### src/rtl/qm_tx_pkg.sv
// Shared definitions for the queue-manager transmit sequencer.
package qm_tx_pkg;

  localparam int LEN_W       = 12;
  localparam int IFG_DEF     = 12;
  localparam int MAX_LEN_DEF = 1518;

  typedef enum logic [2:0] {
    ST_IDLE  = 3'd0,
    ST_LEN   = 3'd1,
    ST_XMIT  = 3'd2,
    ST_DRAIN = 3'd3,
    ST_GAP   = 3'd4
  } state_e;

  function automatic logic [15:0] sat_inc16(input logic [15:0] v);
    return (v == 16'hFFFF) ? v : v + 16'd1;
  endfunction

endpackage

### src/rtl/qm_tx.sv
// Pulls frame descriptors and bytes from the queue-manager FIFOs and streams
// frames to the egress MAC, discarding empty and oversize frames.
//
// state | meaning
// IDLE  | wait for a queued pointer while the MAC is ready; read it
// LEN   | pointer data valid; classify length
// XMIT  | read len bytes, each forwarded one cycle later
// DRAIN | read and discard len bytes of an oversize frame
// GAP   | inter-frame gap (first cycle overlaps the last forwarded byte)
module qm_tx
  import qm_tx_pkg::*;
#(
  parameter int IFG     = IFG_DEF,
  parameter int MAX_LEN = MAX_LEN_DEF
) (
  input  logic        clk,
  input  logic        rst,
  input  logic        ptr_fifo_empty,
  output logic        ptr_fifo_rd,
  input  logic [15:0] ptr_fifo_dout,
  output logic        data_fifo_rd,
  input  logic [7:0]  data_fifo_dout,
  input  logic        tx_rdy,
  output logic        tx_dv,
  output logic        tx_sof,
  output logic        tx_eof,
  output logic [7:0]  tx_data,
  output logic [15:0] frame_cnt,
  output logic [15:0] drop_cnt
);

  state_e             state_q, state_d;
  logic [LEN_W-1:0]   len_q;
  logic [LEN_W-1:0]   rd_cnt_q;
  logic [15:0]        gap_q;
  logic               tx_dv_q, tx_sof_q, tx_eof_q;
  logic [15:0]        frame_cnt_q, drop_cnt_q;

  logic [LEN_W-1:0]   len_in;
  logic               len_zero, len_big, last_rd, start_ok;
  logic               unused_ptr_hi;

  assign len_in        = ptr_fifo_dout[LEN_W-1:0];
  assign unused_ptr_hi = ^ptr_fifo_dout[15:LEN_W];
  assign len_zero      = (len_in == '0);
  assign len_big       = (int'({20'd0, len_in}) > MAX_LEN);
  assign last_rd       = (rd_cnt_q == len_q - LEN_W'(1));
  assign start_ok      = !ptr_fifo_empty && tx_rdy;

  always_ff @(posedge clk) begin
    if (rst) state_q <= ST_IDLE;
    else     state_q <= state_d;
  end

  always_comb begin
    state_d = state_q;
    case (state_q)
      ST_IDLE:  if (start_ok) state_d = ST_LEN;
      ST_LEN: begin
        if (len_zero)     state_d = ST_GAP;
        else if (len_big) state_d = ST_DRAIN;
        else              state_d = ST_XMIT;
      end
      ST_XMIT,
      ST_DRAIN: if (last_rd) state_d = ST_GAP;
      ST_GAP:   if (gap_q == 16'd0) state_d = ST_IDLE;
      default:  state_d = ST_IDLE;
    endcase
  end

  // Read strobes are gated by rst so nothing is pulled from the FIFOs while they clear.
  always_comb begin
    ptr_fifo_rd  = 1'b0;
    data_fifo_rd = 1'b0;
    if (!rst) begin
      ptr_fifo_rd  = (state_q == ST_IDLE) && start_ok;
      data_fifo_rd = (state_q == ST_XMIT) || (state_q == ST_DRAIN);
    end
    tx_dv     = tx_dv_q;
    tx_sof    = tx_sof_q;
    tx_eof    = tx_eof_q;
    tx_data   = tx_dv_q ? data_fifo_dout : 8'h00;
    frame_cnt = frame_cnt_q;
    drop_cnt  = drop_cnt_q;
  end

  always_ff @(posedge clk) begin
    if (rst) begin
      len_q       <= '0;
      rd_cnt_q    <= '0;
      gap_q       <= 16'd0;
      tx_dv_q     <= 1'b0;
      tx_sof_q    <= 1'b0;
      tx_eof_q    <= 1'b0;
      frame_cnt_q <= 16'd0;
      drop_cnt_q  <= 16'd0;
    end else begin
      tx_dv_q  <= (state_q == ST_XMIT);
      tx_sof_q <= (state_q == ST_XMIT) && (rd_cnt_q == '0);
      tx_eof_q <= (state_q == ST_XMIT) && last_rd;
      case (state_q)
        ST_LEN: begin
          len_q    <= len_in;
          rd_cnt_q <= '0;
          if (len_zero || len_big) drop_cnt_q <= sat_inc16(drop_cnt_q);
          if (len_zero) gap_q <= 16'(IFG);
        end
        ST_XMIT: begin
          rd_cnt_q <= rd_cnt_q + LEN_W'(1);
          if (last_rd) begin
            gap_q       <= 16'(IFG);
            frame_cnt_q <= sat_inc16(frame_cnt_q);
          end
        end
        ST_DRAIN: begin
          rd_cnt_q <= rd_cnt_q + LEN_W'(1);
          if (last_rd) gap_q <= 16'(IFG);
        end
        ST_GAP: if (gap_q != 16'd0) gap_q <= gap_q - 16'd1;
        default: ;
      endcase
    end
  end

endmodule

### config.mk
export PLATFORM = sky130hd
export DESIGN_NAME = qm_tx
export DESIGN_NICKNAME = d
export VERILOG_FILES = /design/src/rtl/qm_tx_pkg.sv /design/src/rtl/qm_tx.sv
export SDC_FILE = /design/constraint.sdc
export NUM_CORES = 1
export LEC_CHECK = 0
export ABC_AREA = 1
export CAP_MARGIN = 20
export CORE_ASPECT_RATIO = 0.6
export CORE_UTILIZATION = 55
export DETAILED_ROUTE_END_ITERATION = 7
export GPL_TIMING_DRIVEN = 0
export PLACE_DENSITY = 0.91
export SKIP_CTS_REPAIR_TIMING = 1
export SLEW_MARGIN = 20
export SYNTH_ARGS = -nofsm -noshare
export SYNTH_HDL_FRONTEND = slang
export SYNTH_SLANG_ARGS = --single-unit
export TNS_END_PERCENT = 50
### constraint.sdc
create_clock -name clk -period 2.7 [get_ports clk]
set_clock_uncertainty 0.05 [all_clocks]
set_input_delay 0.405 -clock clk [delete_from_list [all_inputs] [get_ports clk]]
set_output_delay 0.405 -clock clk [all_outputs]
set_load 0.02 [all_outputs]
### Word level (Yosys, flattened, before mapping)

Index checks and enable logic that the tools add are counted.

* logic and storage cells: 62
* bits in registers: 78

* magnitude comparators: 1
* equality and inequality tests: 12
* multiplexer cells: 14
* reductions and logical operators: 19
* bitwise logic cells: 2
* add/sub/neg operators: 5

Operators by type and width (count)
* two-way mux 16 bit: 3
* case mux 16 bit (3 select lines): 1
* adder 16 x 1 -> 16 bit, second input constant: 2
* equality test 16 bit, second input constant: 2
* logical NOT 12 bit: 2
* case mux 12 bit (2 select lines): 1
* logical NOT 16 bit: 1
* nonzero test 16 bit: 1
* subtractor 16 x 1 -> 16 bit, second input constant: 1
* adder 12 x 1 -> 12 bit, second input constant: 1
* equality test 12 bit: 1
* greater-than comparator 12 x 11 -> 1 bit, second input constant: 1
* two-way mux 3 bit: 4
* case mux 3 bit (4 select lines): 1
* subtractor 12 x 1 -> 12 bit, second input constant: 1
* AND reduction 3 bit: 3
* two-way mux 8 bit: 1
* inequality test 2 bit, second input constant: 4
* equality test 3 x 2 -> 1 bit, second input constant: 2
* logical AND 1 bit: 4
* AND reduction 4 bit: 1
* equality test 3 x 1 -> 1 bit, second input constant: 1
* equality test 3 bit, second input constant: 1
* logical NOT 3 bit: 1
* other kinds (8): 12

### Longest topological paths before layout

Gate-level depths: netlist of run 1.

* depth after elaboration: 4
* mapped depth: 17

### Least setup slack after synthesis of run 1

Ideal clock, no wire load.

* path type: reg-to-reg
* start: register len_q[0]
* end: register gap_q[12]
* stages on the path, launching flop included: 17
* arrival time: 1.808 ns
* slack: 0.712 ns
* library setup time: 0.131 ns
* required time: 2.519 ns
* path through: dfxtp_1 -> inv_1 -> ha_1 -> nand2_1 -> nor2_1 -> nand2_1 -> nand2_1 -> nand2_1 -> nor2_2 -> nand2_2 -> nor2_4 -> nand3_4 -> nand2_4 -> nand2_4 -> buf_6 -> nand2_1 -> a21oi_2

* longest elaborated chain between the ends: 4

Ends and longest elaborated chain
* start: declaration: RTL line qm_tx.sv:33 `logic [LEN_W-1:0] len_q;`
* start signal: assignment: RTL line qm_tx.sv:103 `len_q <= len_in;`
* subtractor 12 x 1 -> 12 bit: RTL line qm_tx.sv:47 `assign last_rd = (rd_cnt_q == len_q - LEN_W'(1));`
* equality test 12 bit: RTL line qm_tx.sv:47
* inequality test 2 x 1 -> 1 bit (no source line)
* AND reduction 4 bit (no source line)
* end signal: assignment: RTL line qm_tx.sv:106 `if (len_zero) gap_q <= 16'(IFG);`
* end signal: assignment: RTL line qm_tx.sv:111 `gap_q <= 16'(IFG);`
* end signal: assignment: RTL line qm_tx.sv:117 `if (last_rd) gap_q <= 16'(IFG);`
* end: declaration: RTL line qm_tx.sv:35 `logic [15:0] gap_q;`

No other way between the ends.
A chain may end at the register's enable or synchronous reset.

### Worst setup path in the final report of run 1

* start: input port rst
* end: output port data_fifo_rd

* longest elaborated chain between the ends: 1

Ends and longest elaborated chain
* start: declaration: RTL line qm_tx.sv:17 `input logic rst,`
* two-way mux 1 bit: RTL line qm_tx.sv:75 `if (!rst) begin`
* end: declaration: RTL line qm_tx.sv:21 `output logic data_fifo_rd,`

No other way between the ends.

==> impl_metrics.ini, run 1 <==
[timing]
clock.fmax_ghz = 0.3803
setup_viol = 0
timing.final.hold_violations = 0
rsz0062_at_grt = false
post-route-period-util_pct = 97.39
slew-limit-headroom_pct = 48.83
tightestPinTransition_ns = 0.7605
slew_viol_final = 0
fin_crit_ns = 2.630
setup_tns_ns = 0

[setup_path]
path_max_fanout = 10
crit_chain = clkdlybuf4s50_1 -> clkbuf_1 -> nor2_1 -> clkdlybuf4s50_1
reg2reg_to = gap_q[13]$_SDFFE_PP0P_
crit_top_cell = clkdlybuf4s50_1
r2r_slack_ns = 0.23
cp.buffers_inverters = 3
r2r_start = len_q[0]$_SDFFE_PP0N_
worstPathArrival_ns = 2.17
r2r_cells = 16
max_stage_delay_ns = 0.58
cp_slowest_cell = clkdlybuf4s50_1
startpoint = rst
critPathKind = input pin to primary output
endpoint_kind = primary output
path_depth = 4
endpoint = data_fifo_rd
cp.required_ns = 2.25
cp-start-kind = input pin
cp_top_family = buffers and inverters

[power_and_ir_drop]
ir_worst_vdd_mv = 0.4905
power.total_uw = 5122
p_per_area_mw_per_mm2 = 847.0
power_leakage_uw = 0.002373

[run]
maxCapViolations = 0

[floorplan]
core_mm2 = 0.008588
initial_core_util_pct = 57.08
io_pins = 73
die_h_um = 75.13
dieArea_mm2 = 0.009307
row_count = 26
die_w_um = 123.9

[routing]
drt_pass1_iterations = 5
viasPerCell = 5.761
drt_iter0_markers = 707
ant_nets = 0
drc_errors = 0
wl_um = 14170
wl_per_cell_um = 14.86
vias = 5490

[clock_tree]
clock_latency_ns = 0.35
clockBufferDepth = 2
htree_num_levels = 3
cts_made_buffers = 9
path_clk_slew_ns = 0.06
cts_root_buf = clkbuf_16
cts_tree = built
clock_sinks = 78

[status]
status = completed

[worst_hold_path]
hp-class = register to register
holdPathStages = 2

[place]
dp.cells = 938
gp_congestion = 0.9980
dp_hpwl_um = 10850
io_buffers = 68

[layout]
instances_no_fill = 953
final_common_cell = nand2_1
fillers = 706
final_cell_mix = 195 x nand2_1, 95 x nor2_1, 78 x dfxtp_1
syn2layout_area_growth_pct = 23.35
final_nets = 870
antenna_cells = 0
layout-drive-gt1-share_pct = 6.659

[grt]
grt_pass1_vias = 4639
grt_max_degree = 15
antenna_found_initial = 0
grt-ovfl-total = 0
grt.total_usage_pct = 31.20
grt_pass1_wl_um = 22050

[synthesis]
synth_seq_cells = 78
seq_area_frac_synth_pct = 31.85
yosysTopAreaCell = dfxtp_1
synthDistinctLibCells = 38
synthCells = 758
syn_area_per_cell_um2 = 6.467
synth.top_cells.by_area = dfxtp_1 32%, nand2_1 15%, nor2_1 7.3%
yosysWarningCount = 0
synth_fp_nets = 792
synth_top_area_share_pct = 31.85
netlist_area_mm2 = 0.004902
## area by class of cell
class	count	area, um2	area share [%]
Multi-Input combinational cell	577	2918	48.25
Sequential cell	78	1562	25.82
Timing Repair Buffer	68	680.7	11.26
Inverter	80	304.0	5.028
Clock buffer	9	225.2	3.724
Tap cell	112	140.1	2.317
Buffer	22	118.9	1.966
Clock inverter	7	98.84	1.635
## synthesized netlist by cell type (all sizes together)
master / count
a211oi: 4
a21oi: 66
a221oi: 4
a31oi: 1
a32o: 1
and3: 1
buf: 8
clkbuf: 15
clkinv: 2
dfxtp: 78
ha: 6
inv: 78
nand2: 200
nand3: 62
nand3b: 2
nand4: 23
nor2: 107
nor3: 24
nor3b: 1
nor4: 5
nor4b: 1
o21ai: 23
or2: 3
xnor2: 25
xor2: 18
## registers in the layout, indices dropped and copies added (netlist names)
register	flops
drop_cnt	16
tx_eof	1
tx_dv	1
state_q	3
rd_cnt_q	12
len_q	12
tx_sof	1
frame_cnt	16
gap_q	16
## per-stage QoR
stage	util, %	hold WS, ns	setup slack [ns]	cell area [um2]
after detailed placement	66.64	0.4453	-0.1258	5723
after floorplan	-	0.4070	0.7116	4902
after global placement	66.64	0.4244	-0.1272	5723
after CTS	70.41	0.4541	-0.1341	6047
final	70.41	0.4538	0.07043	6047
after global routing	70.41	0.4711	0.01131	6047
## layer usage
metal  GRT usage, %  share of wire, %  vias up
met5              0                 0        -
met4          8.434               1.5        0
met3          9.545                13       29
met2          46.91                42      389
met1          43.31                43     2442
li1               -                 -     2630
## power by group
group          internal [uW]  switching (uW)  total, uW  leakage, uW
clock                    812             501       1310     0.000156
combinational            833            1550       2390      0.00159
sequential              1270             148       1420     0.000631
total                   2920            2200       5120      0.00237
## worst reg2reg max path: stages, from the launching register on
cell     delay [ns]
dfxtp_1        0.34
inv_1          0.20
ha_1           0.32
inv_1          0.07
nand2_1        0.09
nand3_1        0.08
nand2_1        0.10
nand2_1        0.06
nor2_1         0.21
nand2_2        0.11
nor2_4         0.10
nand3_4        0.12
nand2_4        0.12
nand2_4        0.09
buf_6          0.17
nand2_1        0.06
a21oi_1        0.06
## worst min path at each step
stage | to | from | slack, ns
after floorplan | len_q[9]$_SDFFE_PP0N_ | len_q[9]$_SDFFE_PP0N_ | 0.41
after global routing | gap_q[15]$_SDFFE_PP0P_ | gap_q[15]$_SDFFE_PP0P_ | 0.47
after detailed placement | drop_cnt[6]$_SDFFE_PP0P_ | drop_cnt[6]$_SDFFE_PP0P_ | 0.45
final | drop_cnt[6]$_SDFFE_PP0P_ | drop_cnt[6]$_SDFFE_PP0P_ | 0.45
after global placement | len_q[9]$_SDFFE_PP0N_ | len_q[9]$_SDFFE_PP0N_ | 0.42
after CTS | drop_cnt[6]$_SDFFE_PP0P_ | drop_cnt[6]$_SDFFE_PP0P_ | 0.45
## kinds of logic (layout without fill, tap and decap cells)
family / count (synthesis) / in the layout / synth area share, %
xor+xnor: 43 / 43 / 7.682
simple gates: 429 / 429 / 39.18
flops: 78 / 78 / 31.85
fa+ha+maj: 6 / 6 / 1.531
compound gates: 99 / 99 / 11.13
buf+inv: 103 / 186 / 8.627
Note: power is estimated with default switching activity, not from simulation.
==> run 2: changes to the inputs <==
Settings changed: ABC_AREA 1 to unset, CORE_UTILIZATION 55 to 53, PLACE_DENSITY 0.91 to 0.9, RECOVER_POWER set to 100.
==> run 2 against run 1 <==
Net effect: the flow now finishes with violations (negative setup slack); die area fell by 12%; combinational power decreased by 83%; via count fell by 14%; critical path type is now register to register; largest cell class unchanged; highest routed layer unchanged.
==> impl_metrics.ini, run 2 <==
[clock_tree]
cts_made_buffers = 9
cts_root_buf = clkbuf_16
clock_sinks = 78
path_clk_slew_ns = 0.06
htree_num_levels = 3
clockBufferDepth = 2
cts_tree = built
clock_latency_ns = 0.34

[grt]
grt_max_degree = 14
grt.total_usage_pct = 31.29
antenna_found_initial = 0
grt-ovfl-total = 0
grt_pass1_wl_um = 20110
grt_pass1_vias = 4125

[synthesis]
synth-simple-area-share_pct = 32.50
synth_top_family_by_area = simple AND/OR/NAND/NOR gates
synthFlopType = dfxtp_1
synthDistinctLibCells = 60
seq_area_frac_synth_pct = 37.52
netlist_top_cells_count = 78 x dfxtp_1, 49 x nand2_1, 47 x nor2_1
synthAdderAreaFrac_pct = 1.804
netlist_area_mm2 = 0.004161
yosysWarningCount = 0
yosysTopAreaCell = dfxtp_1
synth_compound_area_share_pct = 16.24
synth_fp_nets = 558
synthCells = 524
async_reset_ff_share_pct = 0
synthXorXnorAreaFrac_pct = 6.735
synth_top_area_share_pct = 37.52
synth.top_cells.by_area = dfxtp_1 38%, a21oi_1 5.4%, nand2_1 4.4%
muxShareOfSynthArea_pct = 1.022
yosys.cell_count.top_type = dfxtp_1
syn_area_per_cell_um2 = 7.942
synth_seq_cells = 78
synth_edf_count = 0

[routing]
drc_errors = 0
viasPerCell = 6.458
drt_pass1_iterations = 6
drt_iter0_markers = 454
ant_nets = 0
wl_per_cell_um = 19.58
vias = 4714
wl_um = 14290

[timing]
rsz0062_at_grt = true
fin_crit_ns = 2.900
clock.fmax_ghz = 0.3448
worst_slack_ns = -0.2001
setup_tns_ns = -1.948
tightestPinTransition_ns = 0.8405
setup_viol = 21
slew-limit-headroom_pct = 42.52
timing.final.hold_violations = 0
post-route-period-util_pct = 107.4
slew_viol_final = 0

[setup_path]
worstPathArrival_ns = 3.11
startpoint = len_q[3]$_SDFFE_PP0N_
endpoint = frame_cnt[15]$_SDFFE_PP0P_
max_stage_delay_ns = 0.55
reg2reg_to = frame_cnt[15]$_SDFFE_PP0P_
crit_chain = nor4_4 -> buf_4 -> and4_1 -> o21ai_0 -> a221o_1 -> nor2_4 -> buf_12 -> nand3_4 -> or4_4 -> a21oi_2
r2r_slack_ns = -0.20
path_max_fanout = 8
critPathKind = register to register
cp.required_ns = 2.91
endpoint_kind = register
r2r_cells = 10
cp_slowest_cell = or4_4
cp-start-kind = register
r2r_start = len_q[3]$_SDFFE_PP0N_

[floorplan]
core_mm2 = 0.007417
dieArea_mm2 = 0.008222
die_w_um = 116.4
die_h_um = 70.64
io_pins = 73
initial_core_util_pct = 56.11
row_count = 24

[power_and_ir_drop]
ir_worst_vdd_mv = 0.2936
power_leakage_uw = 0.002142
p_per_area_mw_per_mm2 = 546.6

[layout]
final_common_cell = dfxtp_1
antenna_cells = 0
instances_no_fill = 730
final_cell_area_mm2 = 0.005759
register_area_mm2 = 0.001582
final_cell_mix = 72 x dfxtp_1, 49 x nand2_1, 47 x nor2_1
fin_util_pct = 77.65
syn2layout_area_growth_pct = 38.39
layout-drive-gt1-share_pct = 15.50
multi_input_area_mm2 = 0.002634
final_nets = 655
fillers = 490

[worst_hold_path]
hp-class = register to register

[status]
status = finished with violations
violations = negative setup slack

[place]
dp.cells = 695
dpl_cell_area_mm2 = 0.004962
gp_congestion = 0.9100
io_buffers = 67
dp_hpwl_um = 8716

[run]
maxCapViolations = 0
-- run 2: cell families after synthesis --
kind of cell | Yosys count
buffers and inverters | 44
AO/OA/AOI/OAI | 110
multiplexers | 4
flip-flops | 78
AND/OR/NAND/NOR | 250
XOR/XNOR | 32
adder cells (fa/ha/maj) | 6
-- run 2: per-layer routing --
layer | vias up | track usage (%) | share of wire [%]
met4 | 0 | 8.832 | 2.9
li1 | 2090 | - | -
met1 | 2251 | 41.36 | 39
met5 | - | 0 | 0
met3 | 60 | 9.940 | 10
met2 | 313 | 49.05 | 47
-- run 2: area by class of cell --
class	instances	share of cell area [%]
multi-input combinational	403	45.73
inverter	17	1.151
sequential	78	27.46
buffer	26	2.520
clock buffer	11	4.388
tap	104	2.259
clock inverter	5	2.238
timing repair buffer	86	14.25
-- run 2: worst min-delay path by stage --
| stage | startpoint | depth (start not counted) | endpoint | slack, ns |
|---|---|---|---|---|
| after CTS | len_q[10]$_SDFFE_PP0N_ | 2 | len_q[10]$_SDFFE_PP0N_ | 0.43 |
| after floorplan | gap_q[14]$_SDFFE_PP0P_ | 2 | gap_q[14]$_SDFFE_PP0P_ | 0.40 |
| final | len_q[10]$_SDFFE_PP0N_ | 2 | len_q[10]$_SDFFE_PP0N_ | 0.42 |
| after global routing | gap_q[14]$_SDFFE_PP0P_ | 2 | gap_q[14]$_SDFFE_PP0P_ | 0.45 |
| after global placement | len_q[11]$_SDFFE_PP0N_ | 2 | len_q[11]$_SDFFE_PP0N_ | 0.42 |
| after detailed placement | len_q[10]$_SDFFE_PP0N_ | 2 | len_q[10]$_SDFFE_PP0N_ | 0.42 |
-- run 2: through the flow --
stage / setup WS, ns / hold slack (ns) / total power (uW)
6_report: -0.2001 / 0.4249 / 3148
5_1_grt: -0.2369 / 0.4548 / 3221
4_1_cts: -0.5915 / 0.4272 / 3058
3_5_place_dp: -0.5831 / 0.4191 / 1547
3_3_place_gp: -0.4913 / 0.4156 / 1529
2_1_floorplan: 0.03204 / 0.3958 / 1436
-- run 2: critical path: cells and delay by family (launching register included) --
kind | cells | cell delay, ns
flops | 1 | 0.38
buf+inv | 2 | 0.35
compound gates | 3 | 0.65
simple gates | 5 | 1.38
-- run 2: power breakdown --
part | switching (uW) | total, uW | internal [uW]
Combinational | 232 | 412 | 180
Clock | 489 | 1540 | 1050
Sequential | 28.9 | 1200 | 1170
Total | 749 | 3150 | 2400
==> run 3: changes to the inputs <==
Settings changed: CAP_MARGIN 20 to 15.
==> results of run 3 <==
The final DEF is identical to that of run 2; final timing and power are the same.
